--- src/rtl/alu_pkg.sv ---
// Shared ALU / decode-to-execute types: op codes, operand selects and the ID/EX slot payload.
package alu_pkg;

    localparam int DATA_WIDTH = 64;
    localparam int REG_ADDR_W = 5;

    typedef enum logic [4:0] {
        ALU_ADD  = 5'd0,
        ALU_SUB  = 5'd1,
        ALU_AND  = 5'd2,
        ALU_OR   = 5'd3,
        ALU_XOR  = 5'd4,
        ALU_SLT  = 5'd5,
        ALU_SLTU = 5'd6,
        ALU_SLL  = 5'd7,
        ALU_SRL  = 5'd8,
        ALU_SRA  = 5'd9,
        ALU_ADDW = 5'd10,
        ALU_SUBW = 5'd11,
        ALU_SLLW = 5'd12,
        ALU_SRLW = 5'd13,
        ALU_SRAW = 5'd14
    } alu_op_e;

    typedef enum logic [1:0] {
        A_RS1      = 2'd0,
        A_PC       = 2'd1,
        A_ZERO     = 2'd2,
        A_ZERO_ALT = 2'd3
    } a_sel_e;

    typedef enum logic {
        B_RS2 = 1'b0,
        B_IMM = 1'b1
    } b_sel_e;

    typedef struct packed {
        logic [DATA_WIDTH-1:0] a;
        logic [DATA_WIDTH-1:0] b;
        logic [DATA_WIDTH-1:0] store_data;
        logic [DATA_WIDTH-1:0] pc;
        logic [4:0]            sel;
        logic [REG_ADDR_W-1:0] rd_addr;
        logic                  rd_we;
        logic                  is_load;
    } id_ex_slot_t;

    // A writer "hits" a source only for a live write to a non-zero index.
    function automatic logic addr_hit(input logic we,
                                      input logic [REG_ADDR_W-1:0] waddr,
                                      input logic [REG_ADDR_W-1:0] raddr);
        return we && (waddr == raddr) && (raddr != '0);
    endfunction

endpackage

--- src/rtl/id_ex_stage_if.sv ---
// ID/EX stage bus: decode-side handshake, bypass sources, flush and ALU-side handshake.
interface id_ex_stage_if;
    import alu_pkg::*;

    logic                  in_valid;
    logic                  in_ready;
    logic [DATA_WIDTH-1:0] in_pc;
    logic [REG_ADDR_W-1:0] in_rs1_addr;
    logic [REG_ADDR_W-1:0] in_rs2_addr;
    logic [DATA_WIDTH-1:0] in_rs1_data;
    logic [DATA_WIDTH-1:0] in_rs2_data;
    logic [DATA_WIDTH-1:0] in_imm;
    logic [1:0]            in_a_sel;
    logic                  in_b_sel;
    logic [4:0]            in_alu_op;
    logic [REG_ADDR_W-1:0] in_rd_addr;
    logic                  in_rd_we;
    logic                  in_is_load;

    logic                  exm_rd_we;
    logic [REG_ADDR_W-1:0] exm_rd_addr;
    logic [DATA_WIDTH-1:0] exm_data;
    logic                  exm_is_load;
    logic                  mwb_rd_we;
    logic [REG_ADDR_W-1:0] mwb_rd_addr;
    logic [DATA_WIDTH-1:0] mwb_data;

    logic                  flush;

    logic                  out_valid;
    logic                  out_ready;
    logic [DATA_WIDTH-1:0] out_a;
    logic [DATA_WIDTH-1:0] out_b;
    logic [4:0]            out_sel;
    logic [DATA_WIDTH-1:0] out_store_data;
    logic [DATA_WIDTH-1:0] out_pc;
    logic [REG_ADDR_W-1:0] out_rd_addr;
    logic                  out_rd_we;
    logic                  out_is_load;

    modport master (
        output in_valid, in_pc, in_rs1_addr, in_rs2_addr, in_rs1_data, in_rs2_data,
               in_imm, in_a_sel, in_b_sel, in_alu_op, in_rd_addr, in_rd_we, in_is_load,
               exm_rd_we, exm_rd_addr, exm_data, exm_is_load,
               mwb_rd_we, mwb_rd_addr, mwb_data, flush, out_ready,
        input  in_ready, out_valid, out_a, out_b, out_sel, out_store_data,
               out_pc, out_rd_addr, out_rd_we, out_is_load
    );

    modport slave (
        input  in_valid, in_pc, in_rs1_addr, in_rs2_addr, in_rs1_data, in_rs2_data,
               in_imm, in_a_sel, in_b_sel, in_alu_op, in_rd_addr, in_rd_we, in_is_load,
               exm_rd_we, exm_rd_addr, exm_data, exm_is_load,
               mwb_rd_we, mwb_rd_addr, mwb_data, flush, out_ready,
        output in_ready, out_valid, out_a, out_b, out_sel, out_store_data,
               out_pc, out_rd_addr, out_rd_we, out_is_load
    );

endinterface

--- src/rtl/id_ex_stage_fwd_mux.sv ---
// Single-source bypass selector: EX/MEM beats MEM/WB beats register file; x0 never bypassed.
module fwd_mux
    import alu_pkg::*;
#(
    parameter int DW = DATA_WIDTH,
    parameter int AW = REG_ADDR_W
) (
    input  logic [AW-1:0] src_addr,
    input  logic [DW-1:0] rf_data,
    input  logic          exm_we,
    input  logic [AW-1:0] exm_addr,
    input  logic [DW-1:0] exm_data,
    input  logic          mwb_we,
    input  logic [AW-1:0] mwb_addr,
    input  logic [DW-1:0] mwb_data,
    output logic [DW-1:0] data
);

    logic src_nz;
    logic exm_hit;
    logic mwb_hit;

    assign src_nz  = (src_addr != '0);
    assign exm_hit = src_nz && exm_we && (exm_addr == src_addr);
    assign mwb_hit = src_nz && mwb_we && (mwb_addr == src_addr);

    always_comb begin
        data = rf_data;
        if (exm_hit)      data = exm_data;
        else if (mwb_hit) data = mwb_data;
    end

endmodule

--- src/rtl/id_ex_stage.sv ---
// ID/EX pipeline register: operand select + bypass at capture, load-use stall, flush, one-entry slot.
module id_ex_stage
    import alu_pkg::*;
(
    input  logic         clk,
    input  logic         rst_n,
    id_ex_stage_if.slave bus
);

    logic [1:0][REG_ADDR_W-1:0] src_addr;
    logic [1:0][DATA_WIDTH-1:0] rf_data;
    logic [1:0][DATA_WIDTH-1:0] fwd_data;

    assign src_addr = {bus.in_rs2_addr, bus.in_rs1_addr};
    assign rf_data  = {bus.in_rs2_data, bus.in_rs1_data};

    for (genvar i = 0; i < 2; i++) begin : g_fwd
        fwd_mux #(.DW(DATA_WIDTH), .AW(REG_ADDR_W)) u_fwd (
            .src_addr (src_addr[i]),
            .rf_data  (rf_data[i]),
            .exm_we   (bus.exm_rd_we),
            .exm_addr (bus.exm_rd_addr),
            .exm_data (bus.exm_data),
            .mwb_we   (bus.mwb_rd_we),
            .mwb_addr (bus.mwb_rd_addr),
            .mwb_data (bus.mwb_data),
            .data     (fwd_data[i])
        );
    end

    // Load result is not available until MEM; rs2 counts as used for stores (non-loads).
    logic rs1_used;
    logic rs2_used;
    logic hazard;

    assign rs1_used = (bus.in_a_sel == A_RS1);
    assign rs2_used = (bus.in_b_sel == B_RS2) || !bus.in_is_load;
    assign hazard   = bus.exm_is_load &&
                      ((rs1_used && addr_hit(bus.exm_rd_we, bus.exm_rd_addr, bus.in_rs1_addr)) ||
                       (rs2_used && addr_hit(bus.exm_rd_we, bus.exm_rd_addr, bus.in_rs2_addr)));

    logic        out_valid;
    logic        capture;
    id_ex_slot_t slot;
    id_ex_slot_t nxt;

    assign bus.in_ready = rst_n && (!out_valid || bus.out_ready) && !hazard && !bus.flush;
    assign capture      = bus.in_valid && bus.in_ready;

    always_comb begin
        nxt = '0;
        case (a_sel_e'(bus.in_a_sel))
            A_RS1:   nxt.a = fwd_data[0];
            A_PC:    nxt.a = bus.in_pc;
            default: nxt.a = '0;
        endcase
        nxt.b          = (bus.in_b_sel == B_IMM) ? bus.in_imm : fwd_data[1];
        nxt.store_data = fwd_data[1];
        nxt.pc         = bus.in_pc;
        nxt.sel        = bus.in_alu_op;
        nxt.rd_addr    = bus.in_rd_addr;
        nxt.rd_we      = bus.in_rd_we;
        nxt.is_load    = bus.in_is_load;
    end

    // Flush wins over everything; data is only written on capture.
    always_ff @(posedge clk or negedge rst_n) begin
        if (!rst_n) begin
            out_valid <= 1'b0;
            slot      <= '0;
        end else begin
            if (bus.flush)         out_valid <= 1'b0;
            else if (capture)      out_valid <= 1'b1;
            else if (bus.out_ready) out_valid <= 1'b0;
            if (capture) slot <= nxt;
        end
    end

    assign bus.out_valid      = out_valid;
    assign bus.out_a          = slot.a;
    assign bus.out_b          = slot.b;
    assign bus.out_sel        = slot.sel;
    assign bus.out_store_data = slot.store_data;
    assign bus.out_pc         = slot.pc;
    assign bus.out_rd_addr    = slot.rd_addr;
    assign bus.out_rd_we      = slot.rd_we;
    assign bus.out_is_load    = slot.is_load;

endmodule

--- src/flat_wrapper.sv ---
// flat-port wrapper written by rule: the top's interface ports become plain ports
module id_ex_stage_flat import alu_pkg::*;
  (clk, rst_n, bus_in_valid, bus_in_pc, bus_in_rs1_addr, bus_in_rs2_addr, bus_in_rs1_data, bus_in_rs2_data, bus_in_imm, bus_in_a_sel, bus_in_b_sel, bus_in_alu_op, bus_in_rd_addr, bus_in_rd_we, bus_in_is_load, bus_exm_rd_we, bus_exm_rd_addr, bus_exm_data, bus_exm_is_load, bus_mwb_rd_we, bus_mwb_rd_addr, bus_mwb_data, bus_flush, bus_out_ready, bus_in_ready, bus_out_valid, bus_out_a, bus_out_b, bus_out_sel, bus_out_store_data, bus_out_pc, bus_out_rd_addr, bus_out_rd_we, bus_out_is_load);
  id_ex_stage_if bus_i ();
  input  logic clk;
  input  logic rst_n;
  input wire logic [$bits(bus_i.in_valid)-1:0] bus_in_valid;
  input wire logic [$bits(bus_i.in_pc)-1:0] bus_in_pc;
  input wire logic [$bits(bus_i.in_rs1_addr)-1:0] bus_in_rs1_addr;
  input wire logic [$bits(bus_i.in_rs2_addr)-1:0] bus_in_rs2_addr;
  input wire logic [$bits(bus_i.in_rs1_data)-1:0] bus_in_rs1_data;
  input wire logic [$bits(bus_i.in_rs2_data)-1:0] bus_in_rs2_data;
  input wire logic [$bits(bus_i.in_imm)-1:0] bus_in_imm;
  input wire logic [$bits(bus_i.in_a_sel)-1:0] bus_in_a_sel;
  input wire logic [$bits(bus_i.in_b_sel)-1:0] bus_in_b_sel;
  input wire logic [$bits(bus_i.in_alu_op)-1:0] bus_in_alu_op;
  input wire logic [$bits(bus_i.in_rd_addr)-1:0] bus_in_rd_addr;
  input wire logic [$bits(bus_i.in_rd_we)-1:0] bus_in_rd_we;
  input wire logic [$bits(bus_i.in_is_load)-1:0] bus_in_is_load;
  input wire logic [$bits(bus_i.exm_rd_we)-1:0] bus_exm_rd_we;
  input wire logic [$bits(bus_i.exm_rd_addr)-1:0] bus_exm_rd_addr;
  input wire logic [$bits(bus_i.exm_data)-1:0] bus_exm_data;
  input wire logic [$bits(bus_i.exm_is_load)-1:0] bus_exm_is_load;
  input wire logic [$bits(bus_i.mwb_rd_we)-1:0] bus_mwb_rd_we;
  input wire logic [$bits(bus_i.mwb_rd_addr)-1:0] bus_mwb_rd_addr;
  input wire logic [$bits(bus_i.mwb_data)-1:0] bus_mwb_data;
  input wire logic [$bits(bus_i.flush)-1:0] bus_flush;
  input wire logic [$bits(bus_i.out_ready)-1:0] bus_out_ready;
  output wire logic [$bits(bus_i.in_ready)-1:0] bus_in_ready;
  output wire logic [$bits(bus_i.out_valid)-1:0] bus_out_valid;
  output wire logic [$bits(bus_i.out_a)-1:0] bus_out_a;
  output wire logic [$bits(bus_i.out_b)-1:0] bus_out_b;
  output wire logic [$bits(bus_i.out_sel)-1:0] bus_out_sel;
  output wire logic [$bits(bus_i.out_store_data)-1:0] bus_out_store_data;
  output wire logic [$bits(bus_i.out_pc)-1:0] bus_out_pc;
  output wire logic [$bits(bus_i.out_rd_addr)-1:0] bus_out_rd_addr;
  output wire logic [$bits(bus_i.out_rd_we)-1:0] bus_out_rd_we;
  output wire logic [$bits(bus_i.out_is_load)-1:0] bus_out_is_load;
  assign bus_i.in_valid = bus_in_valid;
  assign bus_i.in_pc = bus_in_pc;
  assign bus_i.in_rs1_addr = bus_in_rs1_addr;
  assign bus_i.in_rs2_addr = bus_in_rs2_addr;
  assign bus_i.in_rs1_data = bus_in_rs1_data;
  assign bus_i.in_rs2_data = bus_in_rs2_data;
  assign bus_i.in_imm = bus_in_imm;
  assign bus_i.in_a_sel = bus_in_a_sel;
  assign bus_i.in_b_sel = bus_in_b_sel;
  assign bus_i.in_alu_op = bus_in_alu_op;
  assign bus_i.in_rd_addr = bus_in_rd_addr;
  assign bus_i.in_rd_we = bus_in_rd_we;
  assign bus_i.in_is_load = bus_in_is_load;
  assign bus_i.exm_rd_we = bus_exm_rd_we;
  assign bus_i.exm_rd_addr = bus_exm_rd_addr;
  assign bus_i.exm_data = bus_exm_data;
  assign bus_i.exm_is_load = bus_exm_is_load;
  assign bus_i.mwb_rd_we = bus_mwb_rd_we;
  assign bus_i.mwb_rd_addr = bus_mwb_rd_addr;
  assign bus_i.mwb_data = bus_mwb_data;
  assign bus_i.flush = bus_flush;
  assign bus_i.out_ready = bus_out_ready;
  assign bus_in_ready = bus_i.in_ready;
  assign bus_out_valid = bus_i.out_valid;
  assign bus_out_a = bus_i.out_a;
  assign bus_out_b = bus_i.out_b;
  assign bus_out_sel = bus_i.out_sel;
  assign bus_out_store_data = bus_i.out_store_data;
  assign bus_out_pc = bus_i.out_pc;
  assign bus_out_rd_addr = bus_i.out_rd_addr;
  assign bus_out_rd_we = bus_i.out_rd_we;
  assign bus_out_is_load = bus_i.out_is_load;
  id_ex_stage u_core (.clk(clk), .rst_n(rst_n), .bus(bus_i));
endmodule
--- config.mk ---
export PLATFORM = sky130hd
export DESIGN_NAME = id_ex_stage_flat
export DESIGN_NICKNAME = d
export VERILOG_FILES = /design/src/rtl/alu_pkg.sv /design/src/rtl/id_ex_stage_if.sv /design/src/rtl/id_ex_stage_fwd_mux.sv /design/src/rtl/id_ex_stage.sv /design/src/flat_wrapper.sv
export SDC_FILE = /design/constraint.sdc
export NUM_CORES = 1
export LEC_CHECK = 0
export ABC_AREA = 1
export BUFFER_PORTS_ARGS = -buffer_cell sky130_fd_sc_hd__buf_2
export CAP_MARGIN = 30
export CORE_AREA = 2 2 271 273
export CTS_CLUSTER_DIAMETER = 60
export CTS_CLUSTER_SIZE = 30
export DETAILED_ROUTE_END_ITERATION = 16
export DIE_AREA = 0 0 273 275
export PLACE_DENSITY = 0.56
export SYNTH_ARGS = -nofsm -noshare
export SYNTH_HDL_FRONTEND = slang
export SYNTH_HIERARCHICAL = 1
export SYNTH_SLANG_ARGS = --single-unit
--- constraint.sdc ---
create_clock -name clk -period 2.1 [get_ports clk]
set_clock_uncertainty 0.05 [all_clocks]
set_input_delay 0.21 -clock clk [delete_from_list [all_inputs] [get_ports clk]]
set_output_delay 0.21 -clock clk [all_outputs]
set_load 0.005 [all_outputs]
# [Word level (Yosys, flattened, before mapping)]
# Cells that the tools add are included.
[totals] out_inout_bits=270 wordCells=54 in_bits=427 ff_bits=269
[op_classes] n_mux=9 n_bitwise=1 n_reduce_logical=30 eq_ne=5
[ops] operator="64-bit 2-to-1 mux" count=5
[ops] operator="64-bit case mux with 2 select lines" count=1
[ops] operator="5-bit == test" count=4
[ops] operator="1-bit logical AND" count=19
[ops] operator="5-bit nonzero test" count=2
[ops] operator="1-bit zero test" count=4
[ops] operator="1-bit logical OR" count=3
[ops] operator="1-bit 2-to-1 mux" count=3
[ops] operator="3-bit nonzero test" count=1
[ops] operator="2-bit by 1-bit == test with 1-bit output, second input constant" count=1
[ops] operator="2-bit zero test" count=1
[ops] operator="1-bit NOT" count=1

# [Logic depth before layout (Yosys ltp)]
# Gate-level depths: netlist (run 1).
[depth] ltp_word=12 mapped_depth=15

# [By module]
# The synthesis (run 1) kept the hierarchy.
[by_module_without_submodules] mod="id_ex_stage" cells_each=1541 instances=1 area_per_inst_um2=12871.1
[by_module_without_submodules] mod="fwd_mux" cells_each=530 instances=2 area_per_inst_um2=2389.8

# [Least setup slack after synthesis (run 1)]
# No wires, ideal clock.
[synth_timing] kind="input -> register" startpoint="input port bus_in_rs2_addr[3]" endpoint="register u_core.slot, in the netlist u_core/bus.out_b[10]" t_arrival_ns=1.407 slack_ns=0.526 path_stages=13 setup_ns=0.117 path_cell_list="inv_2 -> nor2_1 -> nor2_1 -> nand2_1 -> nor2_4 -> buf_6 -> buf_6 -> nand3_1 -> nand3_1 -> nand2_1 -> mux2_2 -> nand4_1 -> nand2_1"
[synth_rtl] item="start: declaration" line="flat_wrapper.sv:10" text="input wire logic [$bits(bus_i.in_rs2_addr)-1:0] bus_in_rs2_addr;"
[synth_rtl] item="end signal: assignment" line="id_ex_stage.sv:75" text="if (capture) slot <= nxt;"
[synth_rtl] item="end: declaration" line="id_ex_stage.sv:44" text="id_ex_slot_t slot;"

# [Worst setup path in the final report (run 1)]
[layout_timing] startpoint="input port bus_in_is_load" endpoint="output port bus_in_ready"
[layout_between] elab_chain_cells=8
[layout_rtl] item="start: declaration" line="flat_wrapper.sv:19" text="input wire logic [$bits(bus_i.in_is_load)-1:0] bus_in_is_load;"
[layout_rtl] item="1-bit zero test" line="id_ex_stage.sv:37" text="assign rs2_used = (bus.in_b_sel == B_RS2) || !bus.in_is_load;"
[layout_rtl] item="1-bit logical OR" line="id_ex_stage.sv:37"
[layout_rtl] item="1-bit logical AND" line="id_ex_stage.sv:40" text="(rs2_used && addr_hit(bus.exm_rd_we, bus.exm_rd_addr, bus.in_rs2_addr)));"
[layout_rtl] item="1-bit logical OR" line="id_ex_stage.sv:39" text="((rs1_used && addr_hit(bus.exm_rd_we, bus.exm_rd_addr, bus.in_rs1_addr)) ||"
[layout_rtl] item="1-bit logical AND" line="id_ex_stage.sv:38" text="assign hazard = bus.exm_is_load &&"
[layout_rtl] item="1-bit zero test" line="id_ex_stage.sv:47" text="assign bus.in_ready = rst_n && (!out_valid || bus.out_ready) && !hazard && !bus.flush;"
[layout_rtl] item="1-bit logical AND (2 in a row)" line="id_ex_stage.sv:47"
[layout_rtl] item="end: declaration" line="flat_wrapper.sv:29" text="output wire logic [$bits(bus_i.in_ready)-1:0] bus_in_ready;"
# No other way between the ends.

==> results.md, run 1 <==
* Worst Path Max Fanout at 2
* Layout Area Growth over Synthesis at 45.84%
* Fin worst setup slack at 0.1226 ns
* CTS sink count at 269
* Int Power at 0.01231 W
* Ys flop type: dfrtp_1
* Chip height at 275 um
* Initial antenna violation count at 16
* HPWL Detailed at 63.16 mm
* Register bit count reported by yosys at 269
* Crit. End Element: primary output
* Pre-CTS setup slack at 0.03892 ns
* Power Density at 723.2 nW/um^2
* Final WL at 88.26 mm
* WP data required at 1.84 ns
* Global-route wire length before repair at 127.6 mm
* Leading area contributor after synthesis: dfrtp_1
* P_leak at 14.98 nW
* Via-to-Cell Ratio at 4.788
* Sw frac at 0.3387
* Clk pwr share at 0.384
* Library cells used by synthesis at 28
* Yosys warns at 6
* Worst skew pair latency at 0.56 ns
* Overflow after GRT at 0
* Max_cap viols at 0
* Layout cells sized above 1 at 0.2864
* Worst-path clk slew at 0.06 ns
* Register area share after synthesis at 0.3814
* Setup violations, final at 0
* Routed WL per cell at 20.03 um
* Post-route ant nets at 0
* Hold slack at 0.04894 ns
* Seq pwr share at 0.359
* CTS tree: yes
* Largest net degree at the start of global routing at 143
* Worst Max-Slew Pin Slew at 1.006 ns
* Iteration-0 DRC Markers at 2035
* Share of the synthesized area in the top cell type at 0.3814
* Maximum VDD drop at 0.0006324 V
* IO Count at 697
* Dominant cells by area after synthesis: dfrtp_1, nand2_1, nand4_1, nand3_1, inv_1
* Kind of critical path: primary input to primary output
* Final Hold Vio Count at 0
* Die W at 273 um
* Ys async rst share at 1.000
* H-tree depth at 2
* Syn avg cell area at 6.786 um^2
* Syn Nets at 3028
* Period minus WS final at 1.977 ns
* CTS Root Cell: clkbuf_16
* WP data arrival at 1.72 ns
* Post-route setup TNS at 0 ns
* Port Buffers at 696
* Cells after Synth at 2601
* Fmax at 0.5057 GHz
* Commonest cells post-synth: nand2_1, nand3_1, inv_1, nand4_1, dfrtp_1
* CTS Buf Count at 40
* RSZ-0062 raised after global routing: no
* Relative slew margins at 0.3297
* Top-count cell post-synth: nand2_1
* Final GP Congestion at 0.9156
* Vias in the first global route at 20.55k
* NetSw at 0.006305 W
* Final net count at 3829
* Outcome: finished clean
* Tightest Hold Check Type: primary input to register
* Core Util, Final at 0.3559
* Starting Density at 0.2440
* GR Util All Layers at 0.2228
* Post-synth EDFFs at 0
* Die ar. at 75080 um^2
* Bufs on Longest Clock Path at 3
* Tcrit/Tclk final at 0.9416
* Startpoint Class: primary input
* Post-Layout Cell Count at 4407
* Placed cell count at 4152
* Row count at 99
* Post-Synthesis Cell Area at 17650 um^2
* Combinational share of power at 0.257
* DRC Markers at 0
* Final Max Slew Viols at 0
* Via count at 21.10k
* Core area at 72340 um^2
* First-pass DRT Iterations at 6
[per-stage QoR]
step	power, W	cell area (um^2)
5_1_grt	0.01956	25740
6_report	0.01862	25740
2_1_floorplan	0.008590	17650
4_1_cts	0.01877	25640
3_3_place_gp	0.01120	22570
3_5_place_dp	0.01122	22570
[cell type report]
| cell class | count | area, um^2 |
|---|---|---|
| clock buffer | 44 | 1047 |
| inverter | 298 | 1124 |
| antenna | 16 | 40.04 |
| fill | 7881 | 46600 |
| multi-input combinational | 1823 | 8603 |
| tap | 959 | 1200 |
| timing repair buffer | 970 | 6668 |
| sequential | 269 | 6731 |
| clock inverter | 28 | 329.1 |
[layer usage]
layer / vias up / global-route usage / part of all wire
met5: - / 0 / 0
met4: 0 / 0.1007 / 0.043
met3: 227 / 0.05429 / 0.092
met2: 1119 / 0.3628 / 0.47
met1: 9799 / 0.2790 / 0.40
li1: 9955 / - / -
[power by group through the flow]
| stage | Sequential, W | Combinational, W | Clock [W] |
|---|---|---|---|
| 2_1_floorplan | 0.00678 | 0.00181 | 0 |
| 3_3_place_gp | 0.00675 | 0.00445 | 0 |
| 3_5_place_dp | 0.00675 | 0.00448 | 0 |
| 4_1_cts | 0.00667 | 0.00477 | 0.00733 |
| 5_1_grt | 0.00678 | 0.00527 | 0.00751 |
| 6_report | 0.00668 | 0.00479 | 0.00715 |
[flip-flops by register name, summed over array words and instances (netlist names)]
name and count:
u_core/bus.out_a 64, u_core/bus.out_b 64, u_core/bus.out_is_load 1, u_core/bus.out_pc 64, u_core/bus.out_rd_addr 5, u_core/bus.out_rd_we 1, u_core/bus.out_sel 5, u_core/bus.out_store_data 64
u_core/bus.out_valid 1
[what timing repair did]
action | 4_1_cts | 5_1_grt
endpoints found under the hold margin | 487 | 0
gates resized for setup | 7 | 3
setup buffers | 5 | 3
hold buffers | 156 | 0
endpoints found under the setup margin | 1 | 235
pin swaps | 2 | 2
cloned | 2 | 2
[final timing paths]
| check | startpoint | endpoint | slack, ns | cells past startpoint |
|---|---|---|---|---|
| setup / recovery | bus_in_is_load | bus_in_ready | 0.12 | 9 |
| hold / removal | bus_exm_data[31] | u_core/bus.out_store_data[31] | 0.05 | 5 |
| setup reg to reg | u_core/bus.out_valid | u_core/bus.out_pc[54] | 0.13 | 10 |
| hold reg to reg | u_core/bus.out_pc[56] | u_core/bus.out_pc[56] | 0.41 | 2 |
| max in group asynchronous | rst_n | u_core/bus.out_b[56] | 0.90 | 3 |
| min in group asynchronous | rst_n | u_core/bus.out_a[20] | 0.16 | 3 |
[cell families (layout without fill, tap and decap cells)]
family / count (synthesis) / after routing / share of synthesized area
AO/OA/AOI/OAI: 4 / 4 / 0.001275
flip-flops: 269 / 269 / 0.3814
AND/OR/NAND/NOR: 1748 / 1748 / 0.4391
other: 0 / 16 / 0
XOR/XNOR: 7 / 7 / 0.003474
buffers and inverters: 509 / 1340 / 0.1340
multiplexers: 64 / 64 / 0.04083
[cell usage in the layout, fill, tap and decap left out, types with 4 or more instances in the layout]
cell           instances
nand2_1             1115
buf_2                692
nand3_1              324
inv_1                284
nand4_1              271
dfrtp_1              269
dlygate4sd3_1        156
buf_4                 65
mux2_2                64
buf_12                46
clkbuf_16             43
diode_2               16
nor2_1                14
inv_2                 10
inv_6                  9
nor2_2                 7
xnor2_1                6
nor2_4                 5
inv_8                  4
clkinvlp_4             4
nand2_4                4
[critical path, cell delays in order]
cell and delay (ns):
dlygate4sd3_1 0.56, buf_2 0.14, nand2_1 0.12, nand2_1 0.07, nor2_1 0.10, nand4_1 0.13
nand2_2 0.19, a21boi_2 0.07, buf_2 0.14
Note: power is estimated with default switching activity, not from simulation.
==> inputs of run 2 (changes only) <==
Clock period 2.1 ns to 2.13 ns, I/O delays scaled along.
==> run 2 against run 1 <==
Compared with the run above: register-to-register slack got worse by 0.11 ns; setup slack worse by 0.12 ns; combinational power is 3% lower; critical path type is now register to primary output; critical endpoint unchanged; utilization shrank 0.33 points.
==> results.md, run 2 (synthesis gave the netlist of run 1 again) <==
* Outcome: finished clean
* Tcrit/Tclk final at 0.9980
* Final Hold Vio Count at 0 (unchanged)
* Post-route setup TNS at 0 ns (unchanged)
* Worst-path clk slew at 0.07 ns (about the same)
* Met3 GRT Util at 0.05516 (+0.0008728)
* Iteration-0 DRC Markers at 1881 (-7.6%)
* Most frequent cells in the layout: nand2_1, buf_2, nand3_1, inv_1, nand4_1
* CTS tree: yes
* HPWL Detailed at 62.47 mm (-1.1%)
* Max_cap viols at 0 (unchanged)
* Period minus WS final at 2.126 ns
* Bufs on Longest Clock Path at 3 (unchanged)
* CTS Root Cell: clkbuf_16
* Kind of critical path: register to primary output
* Final Max Slew Viols at 0 (unchanged)
* WP data arrival at 1.86 ns (+0.14 ns)
* Crit. End Element: primary output
* Global-route wire length before repair at 128.0 mm (+0.28%)
* Footprint of the multi-input gates at 8606 um^2 (about the same)
* Die ar. at 75080 um^2 (unchanged)
* DRC Markers at 0 (unchanged)
* Final GP Congestion at 0.9182 (+0.28%)
* Worst Path Max Fanout at 2 (unchanged)
* Flip-flop and latch area at 6731 um^2 (unchanged)
* CTS sink count at 269 (unchanged)
* Maximum VDD drop at 0.0005756 V (-9.0%)
* CTS Buf Count at 41 (+2.5%)
* Fill count at 7828 (-0.67%)
* CP cell instances: inv_2, nor2_4, nor3b_4, clkbuf_16, buf_16, a21boi_2, buf_2
* Row count at 99 (unchanged)
* RSZ-0062 raised after global routing: yes
* Startpoint Class: register
* Relative slew margins at 0.3232 (-0.006433)
* Tightest Hold Check Type: primary input to register
* Most common cell after layout, fill and taps aside: nand2_1
* GR peak layer: met2
* IO Count at 697 (unchanged)
* Met2 usage at 0.3692 (+0.006345)
* GR Util All Layers at 0.2230 (+0.0002328)
* Overflow after GRT at 0 (unchanged)
* Pre-CTS setup slack at 0.0006093 ns (-0.03831 ns)
* WP data required at 1.87 ns (+0.03 ns)
* Final net count at 3812 (-0.44%)
* Worst Max-Slew Pin Slew at 1.015 ns (+0.009650 ns)
* Layout Area Growth over Synthesis at 44.50%
* Via-to-Cell Ratio at 4.806 (+0.39%)
* Port Buffers at 696 (unchanged)
* Worst skew pair latency at 0.56 ns (about the same)
* Setup violations, final at 0 (unchanged)
* First-pass DRT Iterations at 5 (-1)
* Die W at 273 um (unchanged)
* Met1 Use GR at 0.2764 (-0.002620)
* Via count at 21.07k (-0.16%)
* Routed WL per cell at 20.05 um (about the same)
* Largest net degree at the start of global routing at 142 (-0.70%)
* Fmax at 0.4704 GHz
* Vias in the first global route at 20.72k (+0.86%)
* Power Density at 708.9 nW/um^2 (-2.0%)
* Fin worst setup slack at 0.004319 ns (-0.1183 ns)
* Post-route ant nets at 0 (unchanged)
* Final WL at 87.86 mm (-0.45%)
* Layout cells sized above 1 at 0.2838 (-0.002591)
* P_leak at 14.86 nW (-0.79%)
* Core area at 72340 um^2 (unchanged)
* Worst path max stage delay at 0.39 ns (-0.17 ns)
* CP max stage cell: dfrtp_1
* H-tree depth at 2 (unchanged)
* Chip height at 275 um (unchanged)
* Starting Density at 0.2440 (unchanged)
* Initial antenna violation count at 12 (-4)
## run 2: final cells by class
cell class,instances,share of cell area
Multi-Input combinational cell,1823,0.3374
Antenna cell,10,0.0009811
Tap cell,959,0.04704
Timing Repair Buffer,952,0.2541
Sequential cell,269,0.2639
Clock inverter,24,0.009272
Clock buffer,48,0.04322
Inverter,298,0.04405
## run 2: critical path: cells and delay by family, from the launching register on
kind | cells | cell delay, ns
flip-flops | 1 | 0.39
AO/OA/AOI/OAI | 1 | 0.14
buffers and inverters | 4 | 0.49
AND/OR/NAND/NOR | 2 | 0.27
## run 2: path summary, 6_finish.rpt
kind                                 startpoint                      to  slack, ns  cells after the start
hold / removal                   bus_in_imm[38]    u_core/bus.out_b[38]       0.04                      4
setup reg to reg           u_core/bus.out_valid    u_core/bus.out_b[50]       0.02                     10
setup / recovery           u_core/bus.out_valid            bus_in_ready      0.004                      7
max in group asynchronous                 rst_n  u_core/bus.out_is_load       0.91                      3
min in group asynchronous                 rst_n   u_core/bus.out_pc[24]       0.24                      3
hold reg to reg            u_core/bus.out_a[35]    u_core/bus.out_a[35]       0.41                      2
## run 2: where the power goes
part | leakage [nW] | switching (W) | internal [W]
registers | 3.41 | 0.000537 | 0.00604
logic | 10.8 | 0.00266 | 0.00201
clock network | 0.657 | 0.00291 | 0.00392
## run 2: through the flow
step / total power (W) / utilization / hold slack [ns] / area (um^2) / instances
finish: 0.01808 / 0.3526 / 0.03751 / 25510 / 4383
global route: 0.01905 / 0.3525 / 0.02580 / 25500 / 4382
CTS: 0.01822 / 0.3511 / 0.001443 / 25400 / 4371
detailed placement: 0.01103 / 0.3105 / 0.3273 / 22460 / 4141
global placement: 0.01101 / 0.3105 / 0.3290 / 22460 / 4141
floorplan: 0.008469 / - / -0.1326 / 17650 / 2601
## run 2: metal layers
metal,part of all wire,wire [um]
met5,0,0
met4,0.042,3708
met3,0.089,7776
met2,0.47,41370
met1,0.40,35010
## run 2: timing repair
action | CTS | global route
resized for setup | 5 | 7
setup buffers | 6 | 0
hold endpoints to repair | 459 | 0
hold buffers | 152 | 0
pin swaps | 1 | 2
endpoints found under the setup margin | 1 | 111
gates cloned | 0 | 2
